--- src/rtl/bitserial_addsub_pkg.sv ---
// Shared definitions for the digit-serial add/subtract unit: FSM encodings,
// mode constants and the WIDTH/DIGIT configuration check.
package bitserial_addsub_pkg;

  typedef logic [1:0] state_t;

  localparam state_t ST_IDLE = 2'd0;
  localparam state_t ST_RUN  = 2'd1;
  localparam state_t ST_FIN  = 2'd2;

  localparam logic MODE_SUB = 1'b0;
  localparam logic MODE_ADD = 1'b1;

  // DIGIT must tile WIDTH exactly so the last digit lands on the MSB.
  function automatic bit cfg_legal(int width, int digit);
    return (width >= 2) && (digit >= 1) && (digit <= width) && ((width % digit) == 0);
  endfunction

endpackage

--- src/rtl/bitserial_addsub_if.sv ---
// START/DONE handshake and operand/result bus of the digit-serial add/subtract unit.
interface bitserial_addsub_if #(
  parameter int WIDTH = 8
);
  logic             start;
  logic             mode;
  logic [WIDTH-1:0] a;
  logic [WIDTH-1:0] b;
  logic             borrow_in;
  logic             busy;
  logic             done;
  logic [WIDTH-1:0] result;
  logic             borrow_out;
  logic             overflow;

  modport master (
    output start, mode, a, b, borrow_in,
    input  busy, done, result, borrow_out, overflow
  );

  modport slave (
    input  start, mode, a, b, borrow_in,
    output busy, done, result, borrow_out, overflow
  );
endinterface

--- src/rtl/bitserial_addsub_digit.sv ---
// Combinational DIGIT-bit adder/subtractor slice with borrow/carry in and out.
module bitserial_addsub_digit
  import bitserial_addsub_pkg::*;
#(
  parameter int DIGIT = 1
) (
  input  logic             mode,
  input  logic [DIGIT-1:0] a_dig,
  input  logic [DIGIT-1:0] b_dig,
  input  logic             cin,
  output logic [DIGIT-1:0] d_dig,
  output logic             cout
);

  logic [DIGIT:0] full;

  // A negative difference wraps into the extra top bit, which is exactly the borrow.
  always_comb begin
    full = '0;
    if (mode == MODE_ADD) begin
      full = {1'b0, a_dig} + {1'b0, b_dig} + {{DIGIT{1'b0}}, cin};
    end else begin
      full = {1'b0, a_dig} - {1'b0, b_dig} - {{DIGIT{1'b0}}, cin};
    end
  end

  assign d_dig = full[DIGIT-1:0];
  assign cout  = full[DIGIT];

endmodule

--- src/rtl/bitserial_addsub.sv ---
// Digit-serial subtractor/adder: LSB-first, DIGIT bits per clock, START/DONE handshake.
//  state | meaning
//  IDLE  | waiting for START, outputs hold last result
//  RUN   | one digit per cycle through the borrow/carry flop
//  FIN   | DONE pulse, result valid; START here chains the next op
module bitserial_addsub
  import bitserial_addsub_pkg::*;
#(
  parameter int WIDTH = 8,
  parameter int DIGIT = 1
) (
  input  logic               clk,
  input  logic               rst_n,
  bitserial_addsub_if.slave  bus
);

  localparam int NDIG = WIDTH / DIGIT;
  localparam int CW   = (NDIG > 1) ? $clog2(NDIG) : 1;
  localparam logic [CW-1:0] LAST_DIG = CW'(NDIG - 1);

  if (!cfg_legal(WIDTH, DIGIT)) begin : g_cfg_check
    $error("bitserial_addsub: DIGIT must divide WIDTH and WIDTH must be >= 2");
  end

  state_t           state_q, state_d;
  logic [WIDTH-1:0] a_sh_q, a_sh_d;
  logic [WIDTH-1:0] b_sh_q, b_sh_d;
  logic [WIDTH-1:0] r_sh_q, r_sh_d;
  logic [WIDTH-1:0] result_q, result_d;
  logic [CW-1:0]    cnt_q, cnt_d;
  logic             brw_q, brw_d;
  logic             mode_q, mode_d;
  logic             a_msb_q, a_msb_d;
  logic             b_msb_q, b_msb_d;
  logic             borrow_out_q, borrow_out_d;
  logic             overflow_q, overflow_d;

  logic [DIGIT-1:0] dig_sum;
  logic             dig_cout;
  logic [WIDTH-1:0] r_next;
  logic             ovf_next;
  logic             accept;

  bitserial_addsub_digit #(
    .DIGIT (DIGIT)
  ) u_digit (
    .mode  (mode_q),
    .a_dig (a_sh_q[DIGIT-1:0]),
    .b_dig (b_sh_q[DIGIT-1:0]),
    .cin   (brw_q),
    .d_dig (dig_sum),
    .cout  (dig_cout)
  );

  // New digit enters at the MSB end so after NDIG shifts the word is in place.
  assign r_next = (r_sh_q >> DIGIT) | (WIDTH'(dig_sum) << (WIDTH - DIGIT));

  always_comb begin
    ovf_next = 1'b0;
    if (mode_q == MODE_ADD) begin
      ovf_next = (a_msb_q == b_msb_q) && (r_next[WIDTH-1] != a_msb_q);
    end else begin
      ovf_next = (a_msb_q != b_msb_q) && (r_next[WIDTH-1] != a_msb_q);
    end
  end

  assign accept = bus.start && (state_q != ST_RUN);

  always_comb begin
    state_d      = state_q;
    a_sh_d       = a_sh_q;
    b_sh_d       = b_sh_q;
    r_sh_d       = r_sh_q;
    result_d     = result_q;
    cnt_d        = cnt_q;
    brw_d        = brw_q;
    mode_d       = mode_q;
    a_msb_d      = a_msb_q;
    b_msb_d      = b_msb_q;
    borrow_out_d = borrow_out_q;
    overflow_d   = overflow_q;

    case (state_q)
      ST_RUN: begin
        a_sh_d = a_sh_q >> DIGIT;
        b_sh_d = b_sh_q >> DIGIT;
        r_sh_d = r_next;
        brw_d  = dig_cout;
        cnt_d  = cnt_q + CW'(1);
        if (cnt_q == LAST_DIG) begin
          state_d      = ST_FIN;
          result_d     = r_next;
          borrow_out_d = dig_cout;
          overflow_d   = ovf_next;
        end
      end
      ST_FIN:  state_d = ST_IDLE;
      default: state_d = ST_IDLE;
    endcase

    if (accept) begin
      state_d = ST_RUN;
      a_sh_d  = bus.a;
      b_sh_d  = bus.b;
      r_sh_d  = '0;
      brw_d   = bus.borrow_in;
      mode_d  = bus.mode;
      a_msb_d = bus.a[WIDTH-1];
      b_msb_d = bus.b[WIDTH-1];
      cnt_d   = '0;
    end
  end

  always_ff @(posedge clk or negedge rst_n) begin
    if (!rst_n) begin
      state_q      <= ST_IDLE;
      a_sh_q       <= '0;
      b_sh_q       <= '0;
      r_sh_q       <= '0;
      result_q     <= '0;
      cnt_q        <= '0;
      brw_q        <= 1'b0;
      mode_q       <= MODE_SUB;
      a_msb_q      <= 1'b0;
      b_msb_q      <= 1'b0;
      borrow_out_q <= 1'b0;
      overflow_q   <= 1'b0;
    end else begin
      state_q      <= state_d;
      a_sh_q       <= a_sh_d;
      b_sh_q       <= b_sh_d;
      r_sh_q       <= r_sh_d;
      result_q     <= result_d;
      cnt_q        <= cnt_d;
      brw_q        <= brw_d;
      mode_q       <= mode_d;
      a_msb_q      <= a_msb_d;
      b_msb_q      <= b_msb_d;
      borrow_out_q <= borrow_out_d;
      overflow_q   <= overflow_d;
    end
  end

  assign bus.busy       = (state_q == ST_RUN);
  assign bus.done       = (state_q == ST_FIN);
  assign bus.result     = result_q;
  assign bus.borrow_out = borrow_out_q;
  assign bus.overflow   = overflow_q;

endmodule

--- src/flat_wrapper.sv ---
// flat-port wrapper written by rule: the top's interface ports become plain ports
module bitserial_addsub_flat import bitserial_addsub_pkg::*;
#(
  parameter int WIDTH = 8,
  parameter int DIGIT = 1
)
  (clk, rst_n, bus_start, bus_mode, bus_a, bus_b, bus_borrow_in, bus_busy, bus_done, bus_result, bus_borrow_out, bus_overflow);
  bitserial_addsub_if #(.WIDTH(WIDTH)) bus_i ();
  input  logic clk;
  input  logic rst_n;
  input wire logic [$bits(bus_i.start)-1:0] bus_start;
  input wire logic [$bits(bus_i.mode)-1:0] bus_mode;
  input wire logic [$bits(bus_i.a)-1:0] bus_a;
  input wire logic [$bits(bus_i.b)-1:0] bus_b;
  input wire logic [$bits(bus_i.borrow_in)-1:0] bus_borrow_in;
  output wire logic [$bits(bus_i.busy)-1:0] bus_busy;
  output wire logic [$bits(bus_i.done)-1:0] bus_done;
  output wire logic [$bits(bus_i.result)-1:0] bus_result;
  output wire logic [$bits(bus_i.borrow_out)-1:0] bus_borrow_out;
  output wire logic [$bits(bus_i.overflow)-1:0] bus_overflow;
  assign bus_i.start = bus_start;
  assign bus_i.mode = bus_mode;
  assign bus_i.a = bus_a;
  assign bus_i.b = bus_b;
  assign bus_i.borrow_in = bus_borrow_in;
  assign bus_busy = bus_i.busy;
  assign bus_done = bus_i.done;
  assign bus_result = bus_i.result;
  assign bus_borrow_out = bus_i.borrow_out;
  assign bus_overflow = bus_i.overflow;
  bitserial_addsub #(.WIDTH(WIDTH), .DIGIT(DIGIT)) u_core (.clk(clk), .rst_n(rst_n), .bus(bus_i));
endmodule
--- config.mk ---
export PLATFORM = sky130hd
export DESIGN_NAME = bitserial_addsub_flat
export DESIGN_NICKNAME = d
export VERILOG_FILES = /design/src/rtl/bitserial_addsub_pkg.sv /design/src/rtl/bitserial_addsub_if.sv /design/src/rtl/bitserial_addsub_digit.sv /design/src/rtl/bitserial_addsub.sv /design/src/flat_wrapper.sv
export SDC_FILE = /design/constraint.sdc
export NUM_CORES = 1
export LEC_CHECK = 0
export ABC_CLOCK_PERIOD_IN_PS = 1790
export BUFFER_PORTS_ARGS = -buffer_cell sky130_fd_sc_hd__buf_2
export CAP_MARGIN = 20
export CORE_MARGIN = 4
export CORE_UTILIZATION = 40
export CTS_BUF_LIST = sky130_fd_sc_hd__clkbuf_8
export CTS_CLUSTER_SIZE = 40
export DETAILED_ROUTE_END_ITERATION = 10
export PLACE_DENSITY = 0.63
export SYNTH_ARGS = -nofsm -noshare
export SYNTH_HDL_FRONTEND = slang
export SYNTH_SLANG_ARGS = --single-unit
--- constraint.sdc ---
create_clock -name clk -period 1.79 [get_ports clk]
set_input_delay 0.179 -clock clk [delete_from_list [all_inputs] [get_ports clk]]
set_output_delay 0.179 -clock clk [all_outputs]
set_load 0.1 [all_outputs]
==> flow_summary.json, run 1 <==
{
  "synth.avg_cell_area_um2": 11.8,
  "p_int_mw": 2.48,
  "die_area_um2": 5950,
  "fin_nets": 222,
  "grt_usage_pct": 12.7,
  "power_density_nw_per_um2": 2010,
  "post_cts_resized": 0,
  "drc_errors": 0,
  "antennaDiodeCount": 0,
  "setup_slack_ns": 0.255,
  "crit_path_end": "bus_busy",
  "path_clk_slew_ns": 0.08,
  "max_freq_mhz": 652,
  "synth_cells": 162,
  "finalSetupViolations": 0,
  "dpl_cell_area_um2": 2140,
  "instances_no_fill": 250,
  "grt_pass1_vias": 1283,
  "max_cap_violations": 0,
  "area_delta_synth_final_pct": 18.1,
  "io_pins": 33,
  "crit_path_end_kind": "primary output",
  "tightest_slew_ns": 0.522,
  "rrSetupSlack_ns": 0.29,
  "cts_tree": "done",
  "h-tree-depth": 2,
  "setup-tns-final_ns": 0,
  "ys_warn_count": 0,
  "post-route-min-period_ns": 1.53,
  "syn_area_um2": 1910,
  "synth_seq_cells": 42,
  "reg2reg_from": "u_core.cnt_q[0]$_DFFE_PN0P_",
  "placed_cells": 241,
  "skew_ns": 0.00507,
  "layout.filler_cells": 400,
  "slew_viol_final": 0,
  "cts_buffers": 5,
  "drive_above_1_share_pct": 31.3,
  "grt_max_degree": 43,
  "clkPwrFrac_pct": 16.0,
  "antenna_found_initial": 0,
  "routed_wl_mm": 3.44,
  "crit_type": "reg2out",
  "hold_slack_ns": 0.118,
  "antenna_left": 0,
  "cp_max_fo": 19,
  "p_sw_mw": 2.06,
  "layout_commonest_cell": "dfrtp_1",
  "postCtsHoldBufs": 1,
  "ir_worst_vdd_uv": 685,
  "dieHeight_um": 77.1,
  "layout_common_cells": "42 x dfrtp_1, 31 x buf_2, 25 x nand2_1, 25 x o21ai_0, 19 x mux2i_1",
  "synth.distinct_cells": 20,
  "root_buffer": "clkbuf_8",
  "post-route-util_pct": 50.4,
  "rows": 24,
  "rr_worst_depth": 4,
  "hold_path_class": "in2reg",
  "async_flop_share_pct": 100,
  "clockBufferDepth": 2,
  "place_hpwl_mm": 2.43,
  "cp_data_arrival_time_ns": 1.36,
  "ys_seq_area_share_pct": 55.0,
  "required_ns": 1.61,
  "status": "finished clean",
  "seqCellArea_um2": 1050,
  "port_buffers": 32,
  "design_area_um2": 2260,
  "r2r_end": "u_core.bus.result[2]$_DFFE_PN0P_",
  "synth_edf_count": 0,
  "cts_sinks": 42,
  "place_worst_setup_slack_ns": 0.306,
  "grt_overflow": 0,
  "p_comb_share_pct": 48.4,
  "grt_pass1_wl_mm": 5.94,
  "initial_utilization_pct": 42.7,
  "synth_ff_type": "dfrtp_1",
  "rsz0062_at_grt": "false",
  "multi_input_area_um2": 781,
  "slew_headroom_pct": 65.2,
  "hold_violations": 0,
  "via_per_inst": 4.89,
  "gp_congestion": 0.727,
  "p_seq_share_pct": 35.6,
  "cts_setup_buffers": 0,
  "drt_iter0_drc": 84,
  "wl_per_cell_um": 13.8,
  "syn-num-nets": 187,
  "finalPower_mw": 4.54,
  "clk_latency_ns": 0.29,
  "worst_setup_path_start_kind": "flop",
  "die_w_um": 77.1,
  "fp.coreArea_um2": 4470,
  "post-route-period-util_pct": 85.7,
  "cp-startpoint": "u_core.state_q[0]$_DFFE_PN0P_",
  "p_sw_share_pct": 45.3,
  "p_leak_nw": 1.14,
  "num_vias": 1223,
  "firstDrtPassIters": 4
}
-- state kept, by name (all words and copies together), names as in the netlist, 2 cells and up --
signal / flops
u_core.bus.result: 8
u_core.b_sh_q: 8
u_core.r_sh_q: 7
u_core.cnt_q: 3
u_core.state_q: 2
u_core.a_sh_q: 8
-- cell type report --
| class | count | area share (%) |
|---|---|---|
| clock buffers | 5 | 3.05 |
| clock inverters | 3 | 1.77 |
| inverters | 4 | 0.666 |
| multi-input cells | 106 | 34.6 |
| flip-flops and latches | 42 | 46.6 |
| well taps | 52 | 2.88 |
| repair buffers | 38 | 10.4 |
-- worst min-delay path by stage --
stage | startpoint | to | slack [ns] | cells past startpoint
detailed placement | rst_n | u_core.bus.result[1]$_DFFE_PN0P_ | 0.28 | 2
global placement | rst_n | u_core.bus.result[1]$_DFFE_PN0P_ | 0.27 | 2
floorplan | rst_n | u_core.a_msb_q$_DFFE_PN0P_ | -0.12 | 0
CTS | bus_mode | u_core.mode_q$_DFFE_PN0P_ | 0.11 | 2
finish | bus_mode | u_core.mode_q$_DFFE_PN0P_ | 0.12 | 2
global route | bus_mode | u_core.mode_q$_DFFE_PN0P_ | 0.11 | 2
-- per-layer routing --
layer  up-vias  GRT usage [%]  share of wire (%)
met1       588           15.6                 45
li1        608              -                  -
met2        22           20.5                 50
met3         5           4.68                4.7
met4         0           4.27                1.1
met5         -              0                  0
-- cell families after synthesis --
family	count (synthesis)	share of synthesized area, %
fa+ha+maj	4	3.41
simple gates	44	12.1
buf+inv	14	4.26
compound gates	25	6.55
flops	42	55.0
mux	32	18.2
xor+xnor	1	0.458
-- Yosys cell counts, types with 2 or more instances --
master	instances	area share [%]
nor2b_1	3	0.98
mux2i_1	19	10
o21ai_0	25	6.5
ha_1	2	1.3
buf_2	3	0.79
nand2b_1	9	2.9
mux2_2	10	5.9
fa_1	2	2.1
mux2_4	3	2.4
buf_4	4	1.6
nor2_1	4	0.79
inv_1	4	0.79
nand2_1	25	4.9
clkbuf_2	2	0.52
dfrtp_1	42	55
-- worst max-delay path, stage by stage, from the launching register on --
cell     delay, ns
dfrtp_1       0.42
nor2b_4       0.21
buf_4         0.24
buf_12        0.20
-- power by group through the flow --
| stage | sequential (mW) | combinational [mW] | clock, mW |
|---|---|---|---|
| 5_1_grt | 1.68 | 2.39 | 0.787 |
| 4_1_cts | 1.62 | 2.23 | 0.751 |
| 3_3_place_gp | 1.62 | 2.15 | 0 |
| 2_1_floorplan | 2.28 | 1.12 | 0 |
| 6_report | 1.62 | 2.20 | 0.727 |
| 3_5_place_dp | 1.64 | 2.22 | 0 |
(Power assumes the default switching activity.)
==> run 2: changes to the inputs <==
--- a/config.mk
+++ b/config.mk
@@ -11,9 +11,9 @@
 export CORE_MARGIN = 4
 export CORE_UTILIZATION = 40
 export CTS_BUF_LIST = sky130_fd_sc_hd__clkbuf_8
-export CTS_CLUSTER_SIZE = 40
 export DETAILED_ROUTE_END_ITERATION = 10
 export PLACE_DENSITY = 0.63
 export SYNTH_ARGS = -nofsm -noshare
 export SYNTH_HDL_FRONTEND = slang
+export SYNTH_HIERARCHICAL = 1
 export SYNTH_SLANG_ARGS = --single-unit
==> run 2 against run 1 <==
Combinational power is essentially flat. Final cell count shrank 0.80%. Global-route usage shrank 0.41 points. Cell area shrank 0.83%. Routed wire length shrank 1.6%. Via count grew 1.6%.
==> flow_summary.json, run 2 <==
{
  "status": "finished clean",
  "layout.filler_cells": 427,
  "place_hpwl_mm": 2.43,
  "rrSetupSlack_ns": 0.25,
  "rsz0062_at_grt": "false",
  "synth_edf_count": 0,
  "io_pins": 33,
  "hold_violations": 0,
  "worst_setup_path_start_kind": "flop",
  "wl_per_cell_um": 13.6,
  "grt_overflow": 0,
  "port_buffers": 32,
  "antenna_left": 0,
  "num_vias": 1243,
  "synth_xor_area_share_pct": 0.458,
  "yosysMostFrequentCell": "dfrtp_1",
  "dieHeight_um": 77.1,
  "p_sw_share_pct": 46.2,
  "post-route-period-util_pct": 85.9,
  "finalSetupViolations": 0,
  "post_cts_resized": 0,
  "drive_above_1_share_pct": 30.6,
  "yosys.area_share.simple_pct": 12.1,
  "hold_path_class": "in2reg",
  "die_w_um": 77.1,
  "via_per_inst": 5.01,
  "cts_sinks": 42,
  "synth_compound_area_share_pct": 6.54,
  "p_sw_mw": 2.02,
  "power_density_nw_per_um2": 1960,
  "synth_seq_cells": 42,
  "p_int_mw": 2.36,
  "setup-tns-final_ns": 0,
  "synth_commonest_cells": "42 x dfrtp_1, 25 x nand2_1, 24 x o21ai_0",
  "ys_top_cells_by_area": "dfrtp_1 55%, mux2i_1 9.4%, o21ai_0 6.3%",
  "cts_tree": "done",
  "synth_cells": 161,
  "grt_max_degree": 43,
  "cts_setup_buffers": 0,
  "seqCellArea_um2": 1050,
  "synth_ff_type": "dfrtp_1",
  "syn-num-nets": 186,
  "h-tree-depth": 2,
  "skew_ns": 0.00279,
  "layout_commonest_cell": "dfrtp_1",
  "crit_path_end_kind": "flop",
  "routed_wl_mm": 3.39,
  "clkPwrFrac_pct": 12.4,
  "area_delta_synth_final_pct": 17.0,
  "crit_type": "reg2reg",
  "cp_data_arrival_time_ns": 1.70,
  "ys_warn_count": 6,
  "synth_fa_ha_area_share_pct": 3.40,
  "grt_pass1_wl_mm": 5.97,
  "ys_seq_area_share_pct": 55.0,
  "initial_utilization_pct": 42.7,
  "max_freq_mhz": 650,
  "synth.top_cell.area_share_pct": 55.0,
  "antenna_found_initial": 0,
  "root_buffer": "clkbuf_8",
  "antennaDiodeCount": 0,
  "synth.avg_cell_area_um2": 11.9,
  "post-route-min-period_ns": 1.54,
  "drc_errors": 0,
  "firstDrtPassIters": 4,
  "cp_max_fo": 3,
  "clockBufferDepth": 2,
  "p_seq_share_pct": 37.4,
  "die_area_um2": 5950,
  "p_comb_share_pct": 50.2,
  "post-route-util_pct": 50.0,
  "tightest_slew_ns": 0.575,
  "fin_nets": 221,
  "yosysTopAreaCell": "dfrtp_1",
  "grt_usage_pct": 12.3,
  "postCtsHoldBufs": 1,
  "layout_common_cells": "42 x dfrtp_1, 31 x buf_2, 25 x nand2_1",
  "gp_congestion": 0.684,
  "fp.coreArea_um2": 4470,
  "slew_viol_final": 0,
  "async_flop_share_pct": 100,
  "required_ns": 1.96,
  "multi_input_area_um2": 786,
  "syn_area_um2": 1910,
  "drt_iter0_drc": 82,
  "slew_headroom_pct": 61.6,
  "max_cap_violations": 0,
  "grt_pass1_vias": 1345,
  "cts_buffers": 5,
  "clk_latency_ns": 0.28,
  "ir_worst_vdd_uv": 1250,
  "synth_top_family_by_area": "multiplexers",
  "muxShareOfSynthArea_pct": 18.5,
  "rows": 24,
  "synth.distinct_cells": 21,
  "p_leak_nw": 1.14,
  "path_clk_slew_ns": 0.07
}
-- run 2: cell count changes after synthesis, sizes merged --
| cell | change |
|---|---|
| inv | -1 |
| mux2 | +1 |
| mux2i | -1 |
-- run 2: metrics by stage --
step / cell area (µm²) / hold WS [ns] / power, mW / worst slack, ns / instances
global placement: 2150 / 0.170 / 3.80 / 0.300 / 240
global route: 2240 / 0.132 / 4.70 / 0.117 / 248
finish: 2240 / 0.133 / 4.38 / 0.252 / 248
CTS: 2240 / 0.125 / 4.44 / 0.240 / 248
detailed placement: 2150 / 0.171 / 3.89 / 0.252 / 240
floorplan: 1910 / -0.117 / 3.41 / 0.314 / 161
-- run 2: path summary, 6_finish.rpt --
kind	from	endpoint	depth (start not counted)
setup reg to reg	u_core/a_sh_q[0]$_DFFE_PN0P_	u_core/bus.borrow_out$_DFFE_PN0P_	4
setup / recovery	u_core/a_sh_q[0]$_DFFE_PN0P_	u_core/bus.borrow_out$_DFFE_PN0P_	4
hold reg to reg	u_core/bus.overflow$_DFFE_PN0P_	u_core/bus.overflow$_DFFE_PN0P_	2
max in group asynchronous	rst_n	u_core/b_msb_q$_DFFE_PN0P_	3
min in group asynchronous	rst_n	u_core/bus.result[0]$_DFFE_PN0P_	3
hold / removal	bus_mode	u_core/mode_q$_DFFE_PN0P_	2
-- run 2: final cells by class --
| class | instances | share of cell area [%] |
|---|---|---|
| flip-flops and latches | 42 | 47.0 |
| clock buffers | 5 | 3.08 |
| inverters | 3 | 0.503 |
| clock inverters | 2 | 0.336 |
| multi-input cells | 106 | 35.1 |
| well taps | 52 | 2.91 |
| repair buffers | 38 | 11.1 |
-- run 2: logic make-up after synthesis --
group / after synthesis
DFF: 42
and+or+nand+nor: 44
muxes: 32
buffers and inverters: 13
xor gates and xnor gates: 1
adders and majority gates: 4
AOI/OAI and AO/OA: 25
-- run 2: power by group through the flow --
stage               logic, mW  registers (mW)  clock network [mW]
finish                   2.20            1.64               0.543
global route             2.41            1.70               0.599
CTS                      2.23            1.64               0.566
detailed placement       2.22            1.66                   0
global placement         2.17            1.63                   0
floorplan                1.12            2.29                   0
-- run 2: critical path: stages (launching register included) --
cell and delay (ns):
dfrtp_1 0.40, inv_1 0.08, fa_1 0.42, mux2_4 0.28, mux2_2 0.26
-- run 2: routing by layer --
metal	wire length (µm)	share of wire, %	global-route usage (%)	up-vias
met5	0	0	0	-
met4	38	1.1	3.20	0
met3	163	4.8	3.28	5
met2	1740	51	22.5	26
met1	1440	43	13.9	607
li1	-	-	-	605
==> run 3: changes to the inputs <==
--- a/config.mk
+++ b/config.mk
@@ -7,12 +7,12 @@
 export LEC_CHECK = 0
 export ABC_CLOCK_PERIOD_IN_PS = 1790
 export BUFFER_PORTS_ARGS = -buffer_cell sky130_fd_sc_hd__buf_2
-export CAP_MARGIN = 20
 export CORE_MARGIN = 4
 export CORE_UTILIZATION = 40
 export CTS_BUF_LIST = sky130_fd_sc_hd__clkbuf_8
 export DETAILED_ROUTE_END_ITERATION = 10
 export PLACE_DENSITY = 0.63
+export RECOVER_POWER = 50
 export SYNTH_ARGS = -nofsm -noshare
 export SYNTH_HDL_FRONTEND = slang
 export SYNTH_HIERARCHICAL = 1
==> constraint.sdc (replaced) <==
create_clock -name clk -period 1.79 [get_ports clk]
set_input_delay 0.179 -clock clk [delete_from_list [all_inputs] [get_ports clk]]
set_output_delay 0.179 -clock clk [all_outputs]
set_load 0.005 [all_outputs]
==> run 3 against run 2 <==
Sequential share of layout area grew 0.24 points. Maximum frequency is 1.6% lower. Routed wire length rose by 1.3%. Critical path type unchanged. Critical endpoint is now u_core/bus.overflow$_DFFE_PN0P_. Largest power group is now sequential cells. Core utilization is 0.25 points lower. Total power shrank 19%. Count of clock-buffer cells in the layout unchanged. Critical path depth increased by 2.
==> flow_summary.json, run 3 (synthesis results as in run 2) <==
{
  "rsz0062_at_grt": "false",
  "slew_headroom_pct": 31.0,
  "io_pins": 33,
  "crit_path_end_kind": "flop",
  "worstHoldPathCells": 2,
  "clockBufferDepth": 2,
  "tightest_slew_ns": 1.04,
  "p_int_mw": 2.34,
  "h-tree-depth": 2,
  "design_area_um2": 2230,
  "grt_pass1_vias": 1354,
  "num_vias": 1243,
  "cp_data_arrival_time_ns": 1.73,
  "gp_congestion": 0.712,
  "p_comb_share_pct": 38.4,
  "layout.filler_cells": 427,
  "path_clk_slew_ns": 0.07,
  "clkPwrFrac_pct": 15.6,
  "via_per_inst": 4.95,
  "required_ns": 1.96,
  "finalSetupViolations": 0,
  "post_cts_resized": 0,
  "hold_violations": 0,
  "cts_sinks": 42,
  "rr_worst_depth": 6,
  "port_buffers": 32,
  "met2_usage_pct": 20.8,
  "max_freq_mhz": 639,
  "setup-tns-final_ns": 0,
  "hold_path_class": "in2reg",
  "grt_util_met1_pct": 15.7,
  "routed_wl_mm": 3.43,
  "rows": 24,
  "finalPower_mw": 3.56,
  "firstDrtPassIters": 4,
  "cp-startpoint": "u_core/a_sh_q[0]$_DFFE_PN0P_",
  "p_seq_share_pct": 46.0,
  "skew_ns": 0.00273,
  "die_area_um2": 5950,
  "fin_nets": 224,
  "cts_buffers": 5,
  "crit_type": "reg2reg",
  "antennaDiodeCount": 0,
  "drive_above_1_share_pct": 30.7,
  "grt_overflow": 0,
  "cp_max_fo": 4,
  "grt_pass1_wl_mm": 6.13,
  "drt_iter0_drc": 53,
  "p_leak_nw": 1.14,
  "rrSetupSlack_ns": 0.23,
  "ir_worst_vdd_uv": 526,
  "grt_max_degree": 43,
  "crit_path_end": "u_core/bus.overflow$_DFFE_PN0P_",
  "busiest_layer": "met2",
  "status": "finished clean",
  "antenna_found_initial": 0,
  "power_density_nw_per_um2": 1600,
  "layout_common_cells": "42 x dfrtp_1, 31 x buf_2, 25 x nand2_1",
  "cts_tree": "done",
  "max_cap_violations": 0,
  "place_hpwl_mm": 2.41,
  "slew_viol_final": 0,
  "drc_errors": 0,
  "area_delta_synth_final_pct": 16.4,
  "dpl_cell_area_um2": 2130,
  "layout_commonest_cell": "dfrtp_1",
  "grt.met3_usage_pct": 5.85,
  "reg2reg_from": "u_core/a_sh_q[0]$_DFFE_PN0P_",
  "p_sw_mw": 1.22,
  "r2r_end": "u_core/bus.overflow$_DFFE_PN0P_",
  "fp.coreArea_um2": 4470,
  "die_w_um": 77.1,
  "post-route-period-util_pct": 87.4,
  "initial_utilization_pct": 42.7,
  "antenna_left": 0,
  "root_buffer": "clkbuf_8",
  "wl_per_cell_um": 13.7,
  "dieHeight_um": 77.1,
  "clk_latency_ns": 0.29,
  "p_sw_share_pct": 34.4,
  "worst_setup_path_start_kind": "flop",
  "post-route-min-period_ns": 1.56,
  "grt_usage_pct": 12.8
}
-- run 3: area by class of cell --
cell class | count | area (µm²) | share of cell area (%)
clock buffers | 5 | 68.8 | 3.09
clock inverters | 2 | 7.51 | 0.337
inverters | 3 | 11.3 | 0.506
multi-input cells | 106 | 783 | 35.2
flip-flops and latches | 42 | 1050 | 47.2
well taps | 52 | 65.1 | 2.92
repair buffers | 41 | 239 | 10.7
-- run 3: critical path, cell delays in order (launching register included) --
cell     delay, ns
dfrtp_1       0.41
inv_1         0.08
fa_1          0.53
inv_1         0.07
nor2b_1       0.13
mux2i_1       0.13
o21ai_0       0.10
-- run 3: timing repair --
| item | 4_1_cts | 5_1_grt |
|---|---|---|
| hold buffers | 1 | 0 |
| endpoints found under the setup margin | 0 | 1 |
| endpoints found under the hold margin | 42 | 0 |
| setup buffers | 0 | 4 |
-- run 3: worst min path at each step --
| stage | from | end | slack, ns |
|---|---|---|---|
| final | bus_mode | u_core/mode_q$_DFFE_PN0P_ | 0.11 |
| after global routing | bus_mode | u_core/mode_q$_DFFE_PN0P_ | 0.1 |
| after CTS | bus_mode | u_core/mode_q$_DFFE_PN0P_ | 0.11 |
| after detailed placement | rst_n | u_core/bus.result[0]$_DFFE_PN0P_ | 0.17 |
| after global placement | rst_n | u_core/bus.result[0]$_DFFE_PN0P_ | 0.17 |
| after floorplan | rst_n | u_core/a_msb_q$_DFFE_PN0P_ | -0.12 |
-- run 3: stage by stage --
| stage | std cells | util (%) | hold slack [ns] | worst slack [ns] |
|---|---|---|---|---|
| floorplan | 161 | - | -0.117 | 0.315 |
| global placement | 239 | 47.5 | 0.166 | 0.300 |
| detailed placement | 239 | 47.5 | 0.171 | 0.232 |
| CTS | 247 | 49.4 | 0.108 | 0.0777 |
| global route | 251 | 49.7 | 0.0959 | 0.0840 |
| finish | 251 | 49.7 | 0.115 | 0.226 |
-- run 3: routing by layer --
layer,share of wire (%),up-vias
met5,0,-
met3,6.0,2
met2,48,29
li1,-,613
met4,0.70,0
met1,46,599
-- run 3: power groups by stage --
stage,registers (mW),logic [mW],clock network (mW)
after CTS,1.65,1.32,0.576
after global placement,1.63,1.24,0
after detailed placement,1.66,1.32,0
after global routing,1.70,1.58,0.624
after floorplan,1.60,1.01,0
final,1.64,1.37,0.554
